[src/rtl/bgm_operand_loader.sv]
// bgm_operand_loader: collects 8-word operand frames from a valid/ready stream
// into a two-bank ping-pong buffer. It launches each complete frame to the bgm
// datapath as one parallel operand set. A launch-tag shift register pairs each
// launch with the bgm result that comes back LATENCY cycles later.
module bgm_operand_loader #(
    parameter int BITS    = 32,
    parameter int LATENCY = 20
) (
    input  logic            clock,
    input  logic            reset,
    input  logic [BITS-1:0] s_data,
    input  logic            s_valid,
    input  logic            s_last,
    output logic            s_ready,
    input  logic            launch_en,
    output logic [BITS-1:0] Fn,
    output logic [BITS-1:0] sigma_a,
    output logic [BITS-1:0] sigma_b,
    output logic [BITS-1:0] sigma_c,
    output logic [BITS-1:0] dw_x,
    output logic [BITS-1:0] dw_y,
    output logic [BITS-1:0] dw_z,
    output logic [BITS-1:0] dt,
    output logic            launch,
    input  logic [BITS-1:0] res_in,
    output logic [BITS-1:0] m_data,
    output logic            m_valid,
    output logic            err_frame,
    input  logic            err_clr,
    output logic [15:0]     launch_count
);

    typedef enum logic {
        IDLE   = 1'b0,
        LAUNCH = 1'b1
    } state_t;

    state_t            state;
    logic [BITS-1:0]   bank_mem [2][8];
    logic [1:0]        bank_full;
    logic [1:0]        full_next;
    logic              fill_ptr;
    logic              launch_ptr;
    logic [2:0]        word_idx;
    logic [BITS-1:0]   op_reg [8];
    logic [LATENCY-1:0] tag_pipe;

    logic accept;
    logic idx_last;
    logic frame_close;
    logic frame_err;
    logic launch_from_full;
    logic launch_from_close;
    logic start_launch;
    logic free_bank;

    assign accept   = s_valid & s_ready;
    assign idx_last = (word_idx == 3'd7);
    assign frame_close = accept & s_last & idx_last;
    assign frame_err   = accept & (s_last != idx_last);

    // The oldest bank is either already full or is being closed at this very
    // edge; the latter lets a frame launch in the cycle right after its last word.
    assign launch_from_full  = bank_full[launch_ptr];
    assign launch_from_close = ~bank_full[launch_ptr] & frame_close;
    assign start_launch = (state == IDLE) & launch_en & (launch_from_full | launch_from_close);
    assign free_bank    = (state == LAUNCH);

    assign Fn      = op_reg[0];
    assign sigma_a = op_reg[1];
    assign sigma_b = op_reg[2];
    assign sigma_c = op_reg[3];
    assign dw_x    = op_reg[4];
    assign dw_y    = op_reg[5];
    assign dw_z    = op_reg[6];
    assign dt      = op_reg[7];

    // Next bank occupancy: a closing frame fills its bank, the launch cycle frees the oldest.
    always_comb begin
        full_next = bank_full;
        if (frame_close) begin
            full_next[fill_ptr] = 1'b1;
        end
        if (free_bank) begin
            full_next[launch_ptr] = 1'b0;
        end
    end

    // Frame storage; error words are not written so a dropped frame leaves no trace.
    always_ff @(posedge clock) begin
        if (accept && !frame_err) begin
            bank_mem[fill_ptr][word_idx] <= s_data;
        end
    end

    // Fill side bookkeeping: word index, bank pointers, ready and the sticky framing error.
    always_ff @(posedge clock or negedge reset) begin
        if (!reset) begin
            bank_full  <= 2'b00;
            fill_ptr   <= 1'b0;
            launch_ptr <= 1'b0;
            word_idx   <= 3'd0;
            s_ready    <= 1'b1;
            err_frame  <= 1'b0;
        end else begin
            bank_full <= full_next;
            s_ready   <= ~(full_next[0] & full_next[1]);
            if (frame_close) begin
                fill_ptr <= ~fill_ptr;
            end
            if (free_bank) begin
                launch_ptr <= ~launch_ptr;
            end
            if (accept) begin
                word_idx <= (frame_err || frame_close) ? 3'd0 : word_idx + 3'd1;
            end
            err_frame <= frame_err | (err_frame & ~err_clr);
        end
    end

    // Launch FSM: one LAUNCH cycle per frame, operands and strobe registered on entry.
    always_ff @(posedge clock or negedge reset) begin
        if (!reset) begin
            state        <= IDLE;
            launch       <= 1'b0;
            launch_count <= 16'd0;
            for (int i = 0; i < 8; i++) begin
                op_reg[i] <= '0;
            end
        end else begin
            case (state)
                IDLE: begin
                    if (start_launch) begin
                        state        <= LAUNCH;
                        launch       <= 1'b1;
                        launch_count <= launch_count + 16'd1;
                        for (int i = 0; i < 8; i++) begin
                            op_reg[i] <= (launch_from_close && i == 7) ? s_data
                                                                       : bank_mem[launch_ptr][i];
                        end
                    end else begin
                        launch <= 1'b0;
                    end
                end
                default: begin
                    state  <= IDLE;
                    launch <= 1'b0;
                end
            endcase
        end
    end

    // Result tagging: a launch bit travels LATENCY stages, then the bgm result is captured.
    always_ff @(posedge clock or negedge reset) begin
        if (!reset) begin
            tag_pipe <= '0;
            m_valid  <= 1'b0;
            m_data   <= '0;
        end else begin
            tag_pipe <= {tag_pipe[LATENCY-2:0], launch};
            m_valid  <= tag_pipe[LATENCY-1];
            if (tag_pipe[LATENCY-1]) begin
                m_data <= res_in;
            end
        end
    end

endmodule
[config.mk]
export PLATFORM = sky130hd
export DESIGN_NAME = bgm_operand_loader
export DESIGN_NICKNAME = d
export VERILOG_FILES = /design/src/rtl/bgm_operand_loader.sv
export SDC_FILE = /design/constraint.sdc
export NUM_CORES = 1
export LEC_CHECK = 0
export ABC_AREA = 1
export CORE_ASPECT_RATIO = 0.5
export CORE_MARGIN = 2
export CORE_UTILIZATION = 60
export DETAILED_ROUTE_END_ITERATION = 8
export HOLD_SLACK_MARGIN = 0.03
export PLACE_DENSITY_LB_ADDON = 0.3
export RECOVER_POWER = 100
export SYNTH_ARGS = -nofsm -noshare
export SYNTH_HDL_FRONTEND = slang
export SYNTH_SLANG_ARGS = --single-unit
[constraint.sdc]
create_clock -name clock -period 7.34 [get_ports clock]
set_input_delay 1.101 -clock clock [delete_from_list [all_inputs] [get_ports clock]]
set_output_delay 1.101 -clock clock [all_outputs]
set_load 0.03 [all_outputs]
==> impl_metrics.env, run 1 <==
export IMPL_overflow=0
export IMPL_power_static_leakage_nw=15.63
export IMPL_final_period_utilization_pct=69.55
export IMPL_synth_top_flop_cell="edfxtp_1"
export IMPL_firstDrtPassIters=6
export IMPL_final_min_clock_period_ns=5.105
export IMPL_ir_drop_mv=0.2118
export IMPL_path_max_fanout=74
export IMPL_async_flop_share_pct=39.55
export IMPL_cts_sinks=847
export IMPL_dr_wl_met3_um=6475
export IMPL_start_util_pct=60.50
export IMPL_final_core_util_pct=72.88
export IMPL_fp_dieH_um=165.6
export IMPL_drive_gt1_share_pct=13.59
export IMPL_worst_slew_pin_transition_ns=3.894
export IMPL_grt_pass1_vias=19442
export IMPL_ys_warn_count=0
export IMPL_postCtsHoldBufs=0
export IMPL_cts_buffers=70
export IMPL_critPathKind="reg2reg"
export IMPL_wirelength_um=78140
export IMPL_post_drt_wl_per_cell_um=22.82
export IMPL_die_width_um=327.3
export IMPL_skew_ns=0.02432
export IMPL_cts_buffer_depth=3
export IMPL_io_pins=378
export IMPL_holdCritPathClass="reg2reg"
export IMPL_vias_per_cell=5.737
export IMPL_cts_htree_levels=3
export IMPL_antenna_left=0
export IMPL_grt_pass1_wl_um=117100
export IMPL_total_power_mw=14.92
export IMPL_dr_max_layer_used="met4"
export IMPL_syn_to_final_growth_pct=20.47
export IMPL_synth_seq_cells=847
export IMPL_drc_errors=0
export IMPL_p_per_area_mw_per_mm2=395.0
export IMPL_grtUsageTotal_pct=28.83
export IMPL_drv_slew=883
export IMPL_final_hold_viol_count=0
export IMPL_synth_edff_count=512
export IMPL_relSlewSlack_pct=-159.6
export IMPL_worst_endpoint_arrival_ns=5.56
export IMPL_outcome="finished, violations left"
export IMPL_core_area_mm2=0.05182
export IMPL_gp_congestion=0.8342
export IMPL_vias=19645
export IMPL_rows=59
export IMPL_cp_required_ns=7.80
export IMPL_violations="max-capacitance violations, max-slew violations"
export IMPL_clk_pin_slew_ns=0.07
export IMPL_fmax_mhz=195.9
export IMPL_nFillCells=3289
export IMPL_dr_wl_met2_um=40620
export IMPL_clk_latency_ns=0.60
export IMPL_fin_nets=2738
export IMPL_grt_max_degree=140
export IMPL_post_cts_resized=0
export IMPL_drv_cap=26
export IMPL_drt_met1_wl_um=29110
export IMPL_postSynthCellCount=2314
export IMPL_rsz0062_at_grt="false"
export IMPL_ys_seq_area_share_pct=75.78
export IMPL_syn_cell_area_mm2=0.03135
export IMPL_post_cts_buffers=0
export IMPL_startpoint_type="register"
export IMPL_synth_distinct_cells=34
export IMPL_syn_num_nets=2387
export IMPL_avgSynthCellArea_um2=13.55
export IMPL_cts_tree="done"
export IMPL_crit_path_end_kind="register"
export IMPL_io_buffer_count=377
export IMPL_drt_first_iter_violations=2213
export IMPL_antenna_found_initial=8
export IMPL_dp_hpwl_um=43830
export IMPL_fin_setup_tns_ns=0
export IMPL_setup_violations=0
export IMPL_clk_root_buffer_cell="clkbuf_16"
export IMPL_dieArea_mm2=0.05421
==> area by class of cell <==
class	instances	area, µm²	area share (%)
clock inverters	25	166.4	0.4406
well taps	701	877.1	2.322
multi-input cells	1313	6829	18.08
clock buffers	104	2087	5.526
inverters	27	106.4	0.2816
diodes	1	2.502	0.006626
flip-flops and latches	847	23760	62.91
repair buffers	406	3941	10.44
==> registers in the layout, summed over array words and instances, names as in the netlist <==
name / cells
s_ready: 1
word_idx: 3
bank_full: 2
m_data: 32
Fn: 32
err_frame: 1
dw_x: 32
fill_ptr: 1
sigma_c: 32
launch_ptr: 1
dt: 32
sigma_a: 32
launch_count: 16
dw_z: 32
free_bank: 1
dw_y: 32
sigma_b: 32
m_valid: 1
tag_pipe: 20
bank_mem: 512
==> layout by cell type (no fill, tap or decap), types with 8 or more instances in the layout <==
| cell type | count |
|---|---|
| buf_4 | 10 |
| clkbuf_1 | 38 |
| clkbuf_16 | 76 |
| clkbuf_8 | 8 |
| clkdlybuf4s50_1 | 34 |
| clkinv_1 | 10 |
| clkinv_2 | 9 |
| dfrtp_1 | 334 |
| dlygate4sd3_1 | 342 |
| edfxtp_1 | 512 |
| inv_1 | 24 |
| mux2_1 | 11 |
| mux2_2 | 21 |
| nand2_1 | 606 |
| nand3_1 | 17 |
| nand4_1 | 8 |
| nor2_1 | 112 |
| nor2_2 | 8 |
| o211ai_1 | 230 |
| o21ai_0 | 58 |
| or2_2 | 224 |
==> per-stage QoR <==
step / std cells / setup WS [ns] / instance area [µm²] / hold WS [ns]
floorplan: 2314 / 3.790 / 31350 / 0.3312
global placement: 3294 / 3.306 / 35670 / 0.3318
detailed placement: 3294 / 3.223 / 35670 / 0.3363
CTS: 3423 / 3.606 / 37930 / 0.3466
global route: 3423 / 1.761 / 37770 / 0.3516
finish: 3424 / 2.235 / 37770 / 0.3464
==> report_power, final <==
part | switching (mW) | internal [mW]
sequential | 0.599 | 5.85
clock | 1.66 | 2.02
combinational | 3.16 | 1.63
total | 5.42 | 9.49
==> critical path: stages (launching register included) <==
cell and delay [ns]:
dfrtp_1 1.99, inv_6 0.65, nand2_1 0.21, nand2_1 0.10
nand2_1 1.35, o21ai_0 0.31, nand2_1 0.18, o21ai_0 0.09
==> cells by family after synthesis <==
logic type	share of synthesized area [%]
compound gates	6.505
buf+inv	2.478
flops	75.78
fa+ha+maj	0.1197
simple gates	13.80
mux	1.149
xor+xnor	0.1676
==> routing by layer <==
metal	track usage [%]	vias up
met1	38.10	9954
met2	49.58	836
met4	8.177	0
met5	0	-
li1	-	8728
met3	5.294	127
==> path summary, 6_finish.rpt <==
path	from	to	slack, ns	cells past startpoint
worst max-delay path	launch_ptr	dt[13]	2.24	7
worst max register to register	launch_ptr	dt[13]	2.24	7
max in group asynchronous	reset	sigma_c[31]	2.47	2
min in group asynchronous	reset	dw_x[16]	0.53	1
worst min register to register	tag_pipe[5]	tag_pipe[6]	0.35	0
worst min-delay path	tag_pipe[5]	tag_pipe[6]	0.35	0
==> synthesized netlist by cell type, types with 3 or more instances <==
library cell	count	area (µm²)
buf_2	37	185.2
buf_4	22	165.2
buf_6	9	101.4
clkbuf_1	58	217.7
dfrtp_1	334	8358
edfxtp_1	512	15370
ha_1	3	37.54
inv_1	24	90.09
mux2_1	11	123.9
mux2_2	21	236.5
nand2_1	604	2267
nand3_1	17	85.08
nand4_1	8	50.05
nor2_1	118	442.9
o211ai_1	230	1727
o21ai_0	49	245.2
o21ai_1	10	50.05
or2_2	224	1401
xnor2_1	4	35.03
Power figures use the tool's default switching activity.
==> run 2, diff against run 1 <==
- CORE_UTILIZATION: 60 -> 50
- clock period: 7.34 -> 4.24 ns (I/O delays scaled with it)
==> run 2 against run 1 <==
Compared with the run above:
- cell count rose by 4.5%
- combinational power is 74% higher
- largest cell class unchanged
- global-route usage shrank 4.8 points
- clock skew is essentially flat
- largest power group unchanged
- clock-buffer cell count fell by 4
- the run still ends with max-capacitance violations, max-slew violations left
- cell area is 1.6% higher
- power up 76%
- flip-flop and latch count did not move
- worst hold slack improved by 0.0034 ns
==> impl_metrics.env, run 2 (synthesis results as in run 1) <==
export IMPL_hold_start="tag_pipe[16]"
export IMPL_relSlewSlack_pct=-77.98
export IMPL_design_area_mm2=0.03837
export IMPL_setup_worst_path_start="word_idx[1]"
export IMPL_drv_slew=356
export IMPL_startpoint_type="register"
export IMPL_r2r_start="word_idx[1]"
export IMPL_cts_sinks=847
export IMPL_final_hold_viol_count=0
export IMPL_vias_per_cell=5.440
export IMPL_clk_root_buffer_cell="clkbuf_16"
export IMPL_post_drt_wl_per_cell_um=21.81
export IMPL_worst_endpoint_arrival_ns=3.61
export IMPL_ir_drop_mv=0.4341
export IMPL_holdCritPathClass="reg2reg"
export IMPL_cp_num_buf_inv=0
export IMPL_final_min_clock_period_ns=3.417
export IMPL_cts_htree_levels=3
export IMPL_switchingPower_mw=9.424
export IMPL_path_max_fanout=32
export IMPL_core_area_mm2=0.06158
export IMPL_crit_end="bank_mem[1][244]"
export IMPL_grtUsageTotal_pct=24.05
export IMPL_start_util_pct=50.91
export IMPL_instances_no_fill=3578
export IMPL_largest_reg_flops=512
export IMPL_rows=64
export IMPL_regMostFlops="bank_mem"
export IMPL_crit_path_end_kind="register"
export IMPL_clk_latency_ns=0.62
export IMPL_worst_slew_pin_transition_ns=2.670
export IMPL_pwr_share_clk_pct=26.1
export IMPL_cp_required_ns=4.44
export IMPL_antenna_left=0
export IMPL_switching_share_pct=35.88
export IMPL_final_common_cell="nand2_1"
export IMPL_post_cts_resized=0
export IMPL_cts_buffers=73
export IMPL_fin_nets=2762
export IMPL_die_width_um=358.1
export IMPL_io_buffer_count=377
export IMPL_place_area_mm2=0.03605
export IMPL_drt_first_iter_violations=1910
export IMPL_cts_tree="done"
export IMPL_fmax_mhz=292.7
export IMPL_postCtsHoldBufs=0
export IMPL_p_per_area_mw_per_mm2=684.5
export IMPL_combPwrFrac_pct=31.7
export IMPL_drive_gt1_share_pct=15.09
export IMPL_cpPeakStageDelay_ns=1.26
export IMPL_syn_to_final_growth_pct=22.38
export IMPL_overflow=0
export IMPL_nFillCells=4564
export IMPL_drv_cap=11
export IMPL_gp_congestion=0.8057
export IMPL_critPathKind="reg2reg"
export IMPL_r2r_end="bank_mem[1][244]"
export IMPL_hold_ws_ns=0.3498
export IMPL_clk_pin_slew_ns=0.07
export IMPL_slowest_stage="nor2_2"
export IMPL_violations="max-capacitance violations, max-slew violations"
export IMPL_skew_ns=0.02459
export IMPL_firstDrtPassIters=5
export IMPL_post_cts_buffers=0
export IMPL_cts_buffer_depth=3
export IMPL_final_period_utilization_pct=80.58
export IMPL_outcome="finished, violations left"
export IMPL_p_int_mw=16.84
export IMPL_rsz0062_at_grt="false"
export IMPL_fp_dieH_um=181.1
export IMPL_power_static_leakage_nw=15.84
export IMPL_fin_setup_tns_ns=0
export IMPL_placed_cells=3439
export IMPL_dieArea_mm2=0.06484
export IMPL_grt_pass1_vias=18972
export IMPL_crit_family="simple AND/OR/NAND/NOR gates"
export IMPL_r2r_slack_ns=0.82
export IMPL_path_cells="ha_1 -> ha_1 -> nor2_1 -> nor2_1 -> nor3_1 -> nand2_1 -> nor2_2"
export IMPL_reg2reg_depth=7
export IMPL_wirelength_um=78030
export IMPL_dp_hpwl_um=46010
export IMPL_setup_violations=0
export IMPL_drc_errors=0
export IMPL_vias=19464
export IMPL_grt_pass1_wl_um=116500
export IMPL_grt_max_degree=175
export IMPL_io_pins=378
export IMPL_layout_common_cells="nand2_1 (605), edfxtp_1 (512), dlygate4sd3_1 (340)"
export IMPL_crit_cells=7
export IMPL_antenna_found_initial=9
export IMPL_pwr_share_seq_pct=42.1
[run 2: worst min path at each step]
stage,end,slack (ns),depth (start not counted)
finish,tag_pipe[17],0.35,0
global route,tag_pipe[13],0.36,0
CTS,dw_x[9],0.07,1
detailed placement,tag_pipe[16],0.33,0
global placement,tag_pipe[12],0.33,0
floorplan,tag_pipe[10],0.33,0
[run 2: stage by stage]
stage / utilization, % / worst slack (ns) / power, mW
3_5_place_dp: 58.55 / 0.9559 / 20.17
3_3_place_gp: 58.55 / 1.007 / 20.00
6_report: 62.31 / 0.8235 / 26.27
2_1_floorplan: - / 1.036 / 16.21
4_1_cts: 62.54 / 1.231 / 26.99
5_1_grt: 62.30 / 0.5040 / 27.44
[run 2: area by class of cell]
| cell class | instances | area (µm²) | share of cell area (%) |
|---|---|---|---|
| Clock buffer | 100 | 2041 | 5.319 |
| Sequential cell | 847 | 23760 | 61.93 |
| Clock inverter | 36 | 419.2 | 1.092 |
| Timing Repair Buffer | 427 | 4114 | 10.72 |
| Inverter | 27 | 106.4 | 0.2772 |
| Multi-Input combinational cell | 1313 | 6887 | 17.95 |
| Tap cell | 825 | 1032 | 2.690 |
| Antenna cell | 3 | 7.507 | 0.01957 |
[run 2: power groups by stage]
stage	Sequential [mW]	Combinational, mW	Clock [mW]
floorplan	13.4	2.81	0
global route	11.2	8.92	7.28
finish	11.1	8.33	6.86
detailed placement	11.3	8.87	0
CTS	11.2	8.90	6.94
global placement	11.3	8.73	0
[run 2: metal layers]
metal | routed length (µm) | global-route usage, % | up-vias
li1 | - | - | 8806
met1 | 29820 | 31.00 | 9901
met2 | 40570 | 42.08 | 632
met3 | 5549 | 3.970 | 125
met4 | 2097 | 7.029 | 0
met5 | 0 | 0 | -
